File: config.mk
export PLATFORM = sky130hd
export DESIGN_NAME = router_pkt_src
export DESIGN_NICKNAME = d
export VERILOG_FILES = /design/src/rtl/router_pkt_src.sv
export SDC_FILE = /design/constraint.sdc
export NUM_CORES = 1
export LEC_CHECK = 0
export CORE_ASPECT_RATIO = 1.2
export CORE_MARGIN = 5
export CORE_UTILIZATION = 35
export DETAILED_ROUTE_END_ITERATION = 12
export HOLD_SLACK_MARGIN = 0.1
export SYNTH_ARGS = -nofsm -noshare
export SYNTH_HDL_FRONTEND = slang
export SYNTH_SLANG_ARGS = --single-unit
File: constraint.sdc
create_clock -name clk -period 4.1 [get_ports clk]
set_clock_uncertainty 0.2 [all_clocks]
set_input_delay 1.025 -clock clk [delete_from_list [all_inputs] [get_ports clk]]
set_output_delay 1.025 -clock clk [all_outputs]
set_load 0.01 [all_outputs]
File: src/rtl/router_pkt_src.sv
// router_pkt_src: buffers one command's payload, then sends header/payload/parity to the 1x3 router and reports err status
// Ports:
//   clk, rst (sync, active-low)
//   cmd_valid/cmd_ready/cmd_addr/cmd_len/cmd_rej : command in, reject pulse out
//   s_valid/s_data/s_ready                       : payload byte stream in
//   busy/err                                     : router handshake and parity error in
//   data_out/pkt_valid                           : router data_in/pkt_valid out
//   done/done_err                                : per-packet completion pulse and error status
module router_pkt_src #(
  parameter int MAX_LEN = 63,
  parameter int ERR_WIN = 4
) (
  input  logic       clk,
  input  logic       rst,
  input  logic       cmd_valid,
  output logic       cmd_ready,
  input  logic [1:0] cmd_addr,
  input  logic [5:0] cmd_len,
  output logic       cmd_rej,
  input  logic       s_valid,
  input  logic [7:0] s_data,
  output logic       s_ready,
  input  logic       busy,
  input  logic       err,
  output logic [7:0] data_out,
  output logic       pkt_valid,
  output logic       done,
  output logic       done_err
);
  typedef enum logic [2:0] {IDLE, FILL, HDR, PLD, PAR, CHK} state_t;
  localparam int WW = ERR_WIN > 1 ? $clog2(ERR_WIN) : 1;
  localparam logic [6:0] MAX_L = 7'(MAX_LEN);
  localparam logic [WW-1:0] WLAST = WW'(ERR_WIN - 1);
  state_t state_q;
  logic [1:0] addr_q;
  logic [5:0] len_q, cnt_q, idx_q;
  logic [7:0] par_q, hdr;
  logic [WW-1:0] wcnt_q;
  logic err_seen_q, cmd_rej_q, done_q, done_err_q, cmd_bad;
  logic [7:0] mem_q [MAX_LEN];
  assign hdr = {len_q, addr_q};
  assign cmd_bad = cmd_addr == 2'd3 || cmd_len == 6'd0 || {1'b0, cmd_len} > MAX_L;
  assign cmd_ready = state_q == IDLE;
  assign s_ready = state_q == FILL;
  assign pkt_valid = state_q == HDR || state_q == PLD;
  assign data_out = state_q == HDR ? hdr : state_q == PLD ? mem_q[idx_q] : state_q == PAR ? par_q : 8'd0;
  assign cmd_rej = cmd_rej_q;
  assign done = done_q;
  assign done_err = done_err_q;
  always_ff @(posedge clk)
    if (state_q == FILL && s_valid) mem_q[cnt_q] <= s_data;
  always_ff @(posedge clk) begin
    if (!rst) begin
      state_q <= IDLE;
      addr_q <= '0;
      len_q <= '0;
      cnt_q <= '0;
      idx_q <= '0;
      par_q <= '0;
      wcnt_q <= '0;
      err_seen_q <= 1'b0;
      cmd_rej_q <= 1'b0;
      done_q <= 1'b0;
      done_err_q <= 1'b0;
    end else begin
      cmd_rej_q <= 1'b0;
      done_q <= 1'b0;
      done_err_q <= 1'b0;
      case (state_q)
        IDLE: if (cmd_valid) begin
          if (cmd_bad) cmd_rej_q <= 1'b1;
          else begin
            addr_q <= cmd_addr;
            len_q <= cmd_len;
            par_q <= {cmd_len, cmd_addr};
            cnt_q <= '0;
            state_q <= FILL;
          end
        end
        FILL: if (s_valid) begin
          par_q <= par_q ^ s_data;
          cnt_q <= cnt_q + 6'd1;
          if (cnt_q == len_q - 6'd1) state_q <= HDR;
        end
        HDR: if (!busy) begin
          idx_q <= '0;
          state_q <= PLD;
        end
        PLD: if (!busy) begin
          idx_q <= idx_q + 6'd1;
          if (idx_q == len_q - 6'd1) state_q <= PAR;
        end
        PAR: if (!busy) begin
          wcnt_q <= '0;
          err_seen_q <= 1'b0;
          state_q <= CHK;
        end
        CHK: begin
          err_seen_q <= err_seen_q | err;
          wcnt_q <= wcnt_q + 1'b1;
          if (wcnt_q == WLAST) begin
            done_q <= 1'b1;
            done_err_q <= err_seen_q | err;
            state_q <= IDLE;
          end
        end
        default: state_q <= IDLE;
      endcase
    end
  end
endmodule

==> run metrics, run 1 <==
die height 285 um; vias in the first global route 12200; gpl congestion 0.804; Max rail drop VDD 0.272 mV; Sink Count 547; grt total ovfl 0; Post-Synthesis Cells 1188; CTS tree built; relative slew slack 0.298; sequential share of the synthesized area 0.726; synthesis-to-finish area growth 19.3%; diode count 0; crit end category output port; layout cells sized above 1 0.305; CTS Hold Bufs 0; Psw 2440 uW; Bufs on Longest Clock Path 3; IO Count 36; Post-synth EDFFs 504; crit start category flip-flop; final hold violations 0; CTS HTree Levels 2; Synth Net Count 1214; dpl ws -11.1 ps; Yosys warnings 0; Post-synth top cells 504 x edfxtp_1, 131 x mux4_2, 93 x nor2_1, 50 x nand2_1, 43 x dfxtp_1; Crit Path Class flip-flop to output port; post-route setup slack -35.3 ps; WL per Instance 24.5 um; RSZ-0062 raised after global routing true; nets@finish approximately 1400; Seq pwr share 0.553; Synth area leader edfxtp_1; pin count of the biggest net entering global routing 44; Setup TNS -35.3 ps; Initial Utilization 0.354; maxcap violations 0; Initial DRC Count 1022; hold crit path type flip-flop to flip-flop; drt total wl 54.5 mm; Slew @ Worst Pin 1040 ps; Max Slew Vio Count 0; Detailed Place HPWL 35.3 mm; Residual DRC 0; top cells by area, synth edfxtp_1 69%, mux4_2 13%, dfxtp_1 3.9%, nor2_1 1.6%, mux2i_1 1.5%; initial antenna violation count 0; leakage power around 0.0083 uW; syn_area_per_cell around 19 sq um; drt first pass iters 5; GRT Util Overall 0.159; synth unique cells 59; clk slew on worst S/H paths 60 ps; dominant synthesized flop cell edfxtp_1; total power approximately 11000 uW; Clock power frac 0.392; Crit path arrival time 2910 ps; die width between 200 and 250 um; Port Buffers 35; Tcrit/Tclk final 1.01; Pwr Density 427 nW/um^2; FP Rows 100; Comb pwr share 0.055; Sw Share 0.217; Finish-stage setup viols 1; first-pass GRT wire length 81.8 mm; CTS buffer count 51; Root Driver clkbuf_16; Critical Path RT 2870 ps; most frequent cell after synthesis edfxtp_1; Core ar. between 60000 and 70000 sq um; full die area 68100 sq um; fraction of registers with async set/reset 0; failing checks setup timing; fmax roughly 240 MHz; vias 11700; Int Pwr 8780 uW; Via density about 5.3; later-pin clock latency in the skew report 570 ps; post-route ant nets 0; Yosys reg bits between 500 and 600; final core occ 0.422; Synth top area share 0.687; Period minus WS final about 4100 ps; run status finished, violations left; Synth Cell Area 22000 sq um; Max FO, Critical Path 7
## power by group through the flow
stage          registers, uW  logic [uW]  clock network [uW]
6_report                6200         616                4400
4_1_cts                 6200         618                4490
5_1_grt                 6200         676                4730
3_5_place_dp            6320         607                   0
3_3_place_gp            6320         596                   0
2_1_floorplan           6290         372                   0
## kinds of logic (layout without fill, tap and decap cells)
| kind of cell | after synthesis | count (layout) | share of synthesized area |
|---|---|---|---|
| fa+ha+maj | 4 | 4 | 0.00227 |
| simple gates | 234 | 234 | 0.0514 |
| mux | 175 | 175 | 0.155 |
| xor+xnor | 20 | 20 | 0.00920 |
| flops | 547 | 547 | 0.726 |
| compound gates | 128 | 128 | 0.0378 |
| buf+inv | 80 | 301 | 0.0184 |
## worst max-delay path, cell delays in order (launching register included)
cell	delay, ps
dfxtp_4	400
buf_12	160
buf_12	140
mux4_2	500
mux4_2	530
mux2i_1	170
buf_4	150
o211ai_1	130
buf_2	180
## cells in the final DEF (no fill, tap or decap), drive strengths merged, types with 4 or more instances in the layout
cell type / count
edfxtp: 504
buf: 185
mux4: 131
nor2: 93
clkbuf: 63
nand2: 51
dfxtp: 43
o21ai: 40
mux2i: 34
a21oi: 25
nor2b: 23
clkinv: 23
clkdlybuf4s50: 19
nand3: 19
and2: 11
xor2: 10
mux2: 10
a22oi: 9
nor3b: 9
a211oi: 9
a21boi: 8
xnor2: 8
inv: 7
nand4: 7
a31oi: 6
o311ai: 6
o211ai: 5
o32a: 4
ha: 4
nor3: 4
## layout make-up
class | instances | area [sq um]
tap | 816 | 1020
clock buffer | 62 | 1360
sequential | 547 | 16000
timing repair buffer | 206 | 1920
inverter | 6 | 22.5
clock inverter | 27 | 154
fill | 5394 | 35900
multi-input combinational | 561 | 5790
## stage by stage
stage,instance area (sq um),hold WS (ps),std cells
6_report,26300,319,2225
3_5_place_dp,24200,296,2108
5_1_grt,26300,333,2225
4_1_cts,26200,315,2218
2_1_floorplan,22000,265,1188
3_3_place_gp,24200,290,2108
## repair_timing
action | 4_1_cts | 5_1_grt
pin swaps | 9 | 6
gates cloned | 5 | 0
setup buffers | 16 | 9
endpoints found under the setup margin | 8 | 8
resized for setup | 75 | 10
## state kept, by name, summed over array words and instances (netlist names), named ones only
register	cells
mem_q	504
par_q	8
cnt_q	6
idx_q	6
len_q	6
state_q	3
addr_q	2
wcnt_q	2
cmd_rej	1
done	1
done_err	1
err_seen_q	1
## final timing paths
path	startpoint	end	slack (ps)	cells past startpoint
min	err_seen_q$_SDFFE_PN0P_	done_err$_SDFF_PN0_	320	1
max	flip-flop	data_out[6]	-40	8
min reg2reg	err_seen_q$_SDFFE_PN0P_	done_err$_SDFF_PN0_	320	1
max reg2reg	state_q[0]$_SDFFE_PN0P_	mem_q[24][3]$_DFFE_PP_	960	8
## routing by layer
metal | vias up | track usage | routed length, um
li1 | 5143 | - | -
met5 | - | 0 | 0
met2 | 343 | 0.284 | 28800
met4 | 0 | 0.0554 | 1870
met1 | 6127 | 0.200 | 21300
met3 | 87 | 0.0196 | 2600
Power figures use the tool's default switching activity.
==> inputs of run 2 (changes only) <==
CORE_UTILIZATION = 43   (was 35)
SETUP_SLACK_MARGIN = 0.3   (was unset)
TNS_END_PERCENT = 10   (was unset)
==> run 2 against run 1 <==
Compared with the run above: the flow still finishes with violations (setup timing); register-to-register slack improved by 90 ps; sequential cell count unchanged; hold slack got worse by 16 ps; clock power increased by 17%; first-iteration DRC count increased by 9.9%; critical path depth unchanged; worst setup slack got worse by 130 ps; fmax decreased by 3.1%; wire length decreased by 2.1%; final cell count decreased by 7.2%; global-route usage increased by 3.3 points; largest cell class unchanged.
==> run metrics, run 2 (synthesized netlist as in run 1, its figures left out) <==
WP buf/inv 4 (unchanged); post-route setup slack -170 ps (was -35.3 ps); Max FO, Critical Path 10 (was 7); synthesis-to-finish area growth 19.6% (was 19.3%); Regs by FF count mem_q (504), par_q (8) (unchanged); Tcrit/Tclk final 1.04 (was 1.01); Clock power frac 0.430 (was 0.392); Crit path arrival time 3040 ps (was 2910 ps); Worst Min Path Start err_seen_q$_SDFFE_PN0P_ (unchanged); hold crit path type flip-flop to flip-flop (unchanged); Root Driver clkbuf_16 (unchanged); final hold violations 0 (unchanged); CTS buffer count 54 (was 51); Area after DPL 24000 sq um (was 24200 sq um); most frequent cells in the layout 504 x edfxtp_1, 144 x buf_4, 131 x mux4_2 (was 504 x edfxtp_1, 143 x buf_4, 131 x mux4_2); Hold Path Sink done_err$_SDFF_PN0_ (unchanged); reg2reg path depth 8 (unchanged); Comb pwr share 0.053 (was 0.055); full die area 55900 sq um (was 68100 sq um); crit start category flip-flop (unchanged); layout cells sized above 1 0.318 (was 0.305); run status finished, violations left (unchanged); die height 258 um (was 285 um); Largest stage delay, worst path 530 ps (about the same); Critical Path RT 2870 ps (about the same); IO Count 36 (unchanged); post-route ant nets 0 (unchanged); drt first pass iters 6 (was 5); reg2reg start state_q[0]$_SDFFE_PN0P_ (unchanged); Worst Hold Depth 1 (unchanged); most common cell after layout, fill and taps aside edfxtp_1 (unchanged); Bufs on Longest Clock Path 3 (unchanged); Finished Cell Area 26300 sq um (about the same); initial antenna violation count 3 (was 0); gpl congestion 0.829 (was 0.804); relative slew slack 0.377 (was 0.298); Int Pwr 9420 uW (was 8780 uW); total power 12000 uW (was 11200 uW); Sink Count 547 (unchanged); WHS 303 ps (was 319 ps); Finish-stage setup viols 7 (was 1); failing checks setup timing (unchanged); leakage power 0.00845 uW (was 0.00828 uW); CTS HTree Levels 2 (unchanged); max reg flops 504 (unchanged); die width 217 um (was 239 um); CTS tree built (unchanged); RSZ-0062 raised after global routing true (unchanged); WL per Instance 25.9 um (was 24.5 um); Crit Path Class flip-flop to output port (unchanged); Period minus WS final 4270 ps (was 4140 ps); clk slew on worst S/H paths 60 ps (about the same); Slew @ Worst Pin 935 ps (was 1040 ps); Via density 5.70 (was 5.26); Initial DRC Count 1123 (was 1022); Detailed Place HPWL 35.1 mm (was 35.3 mm); Max rail drop VDD 0.349 mV (was 0.272 mV); grt total ovfl 0 (unchanged); critical-path cell list buf_12 -> buf_12 -> buf_16 -> mux4_2 -> mux4_2 -> a21oi_1 -> o211ai_1 -> buf_2 (was buf_12 -> buf_12 -> mux4_2 -> mux4_2 -> mux2i_1 -> buf_4 -> o211ai_1 -> buf_2); first-pass GRT wire length 79.6 mm (was 81.8 mm); Max Slew Vio Count 0 (unchanged); Initial Utilization 0.436 (was 0.354); Worst path slowest cell mux4_2 (unchanged); Seq pwr share 0.517 (was 0.553); Setup TNS -540 ps (was -35.3 ps); crit-path leading delay family multiplexers (unchanged); maxcap violations 0 (unchanged); Core ar. 50400 sq um (was 62200 sq um); vias in the first global route 12000 (was 12200); WP depth 8 (unchanged); later-pin clock latency in the skew report 600 ps (was 570 ps); Sw Share 0.214 (was 0.217); vias 11800 (was 11700); FF-to-FF End mem_q[29][2]$_DFFE_PP_ (was mem_q[24][3]$_DFFE_PP_); Worst R2R Setup Slack 1050 ps (was 960 ps); Pwr Density 455 nW/um^2 (was 427 nW/um^2); Port Buffers 35 (unchanged); fmax 234 MHz (was 242 MHz); pin count of the biggest net entering global routing 51 (was 44); drt total wl 53.4 mm (was 54.5 mm); Top reg by flops mem_q (unchanged); GRT Util Overall 0.192 (was 0.159); crit end category output port (unchanged); FP Rows 90 (was 100); Residual DRC 0 (unchanged); Psw 2560 uW (was 2440 uW); Fill cells 4010 (was 5394); nets@finish 1400 (was 1399)
## run 2: cell types whose count changed in the layout (fill, tap and decap cells not counted), sizes merged, moves of 2 or more
cell    delta
buf        -3
clkbuf     +5
bufinv     +7
clkinv     -2
## run 2: metrics by stage
step,setup WS [ps],util,std cells
after detailed placement,-126,0.475,1942
after CTS,-211,0.520,2057
after floorplan,891,-,1188
after global placement,-111,0.475,1942
final,-170,0.522,2064
after global routing,-246,0.522,2063
## run 2: repair_timing
item / 4_1_cts / 5_1_grt
gates cloned: 3 / 0
resized for setup: 65 / 17
pin swaps: 6 / 6
setup buffers: 11 / 6
setup endpoints to repair: 8 / 8
hold buffers: 0 / 0
## run 2: cell type report
| class | count | area, sq um | area share |
|---|---|---|---|
| sequential | 547 | 16000 | 0.608 |
| timing repair buffer | 204 | 1840 | 0.0700 |
| multi-input combinational | 561 | 5770 | 0.219 |
| clock buffer | 67 | 1460 | 0.0555 |
| inverter | 6 | 22.5 | 0.000856 |
| antenna | 1 | 2.50 | 0.0000951 |
| clock inverter | 34 | 410 | 0.0156 |
| tap | 644 | 806 | 0.0306 |
## run 2: layer usage
metal	up-vias	global-route usage	wire, um
met5	-	0	14
met4	2	0.0627	1600
met3	83	0.0354	2870
met2	359	0.318	26600
met1	6171	0.260	22300
li1	5159	-	-
## run 2: worst max-delay path by stage
stage	slack, ps	endpoint	startpoint
floorplan	890	data_out[7]	flip-flop
global placement	-110	data_out[2]	flip-flop
detailed placement	-130	data_out[3]	flip-flop
CTS	-210	data_out[6]	flip-flop
global route	-250	data_out[6]	flip-flop
finish	-170	data_out[6]	flip-flop
## run 2: power groups by stage
| stage | clock (uW) | combinational (uW) | sequential, uW |
|---|---|---|---|
| 6_report | 5160 | 631 | 6190 |
| 4_1_cts | 5270 | 630 | 6190 |
| 2_1_floorplan | 0 | 372 | 6290 |
| 3_3_place_gp | 0 | 606 | 6310 |
| 5_1_grt | 5520 | 687 | 6190 |
| 3_5_place_dp | 0 | 623 | 6310 |
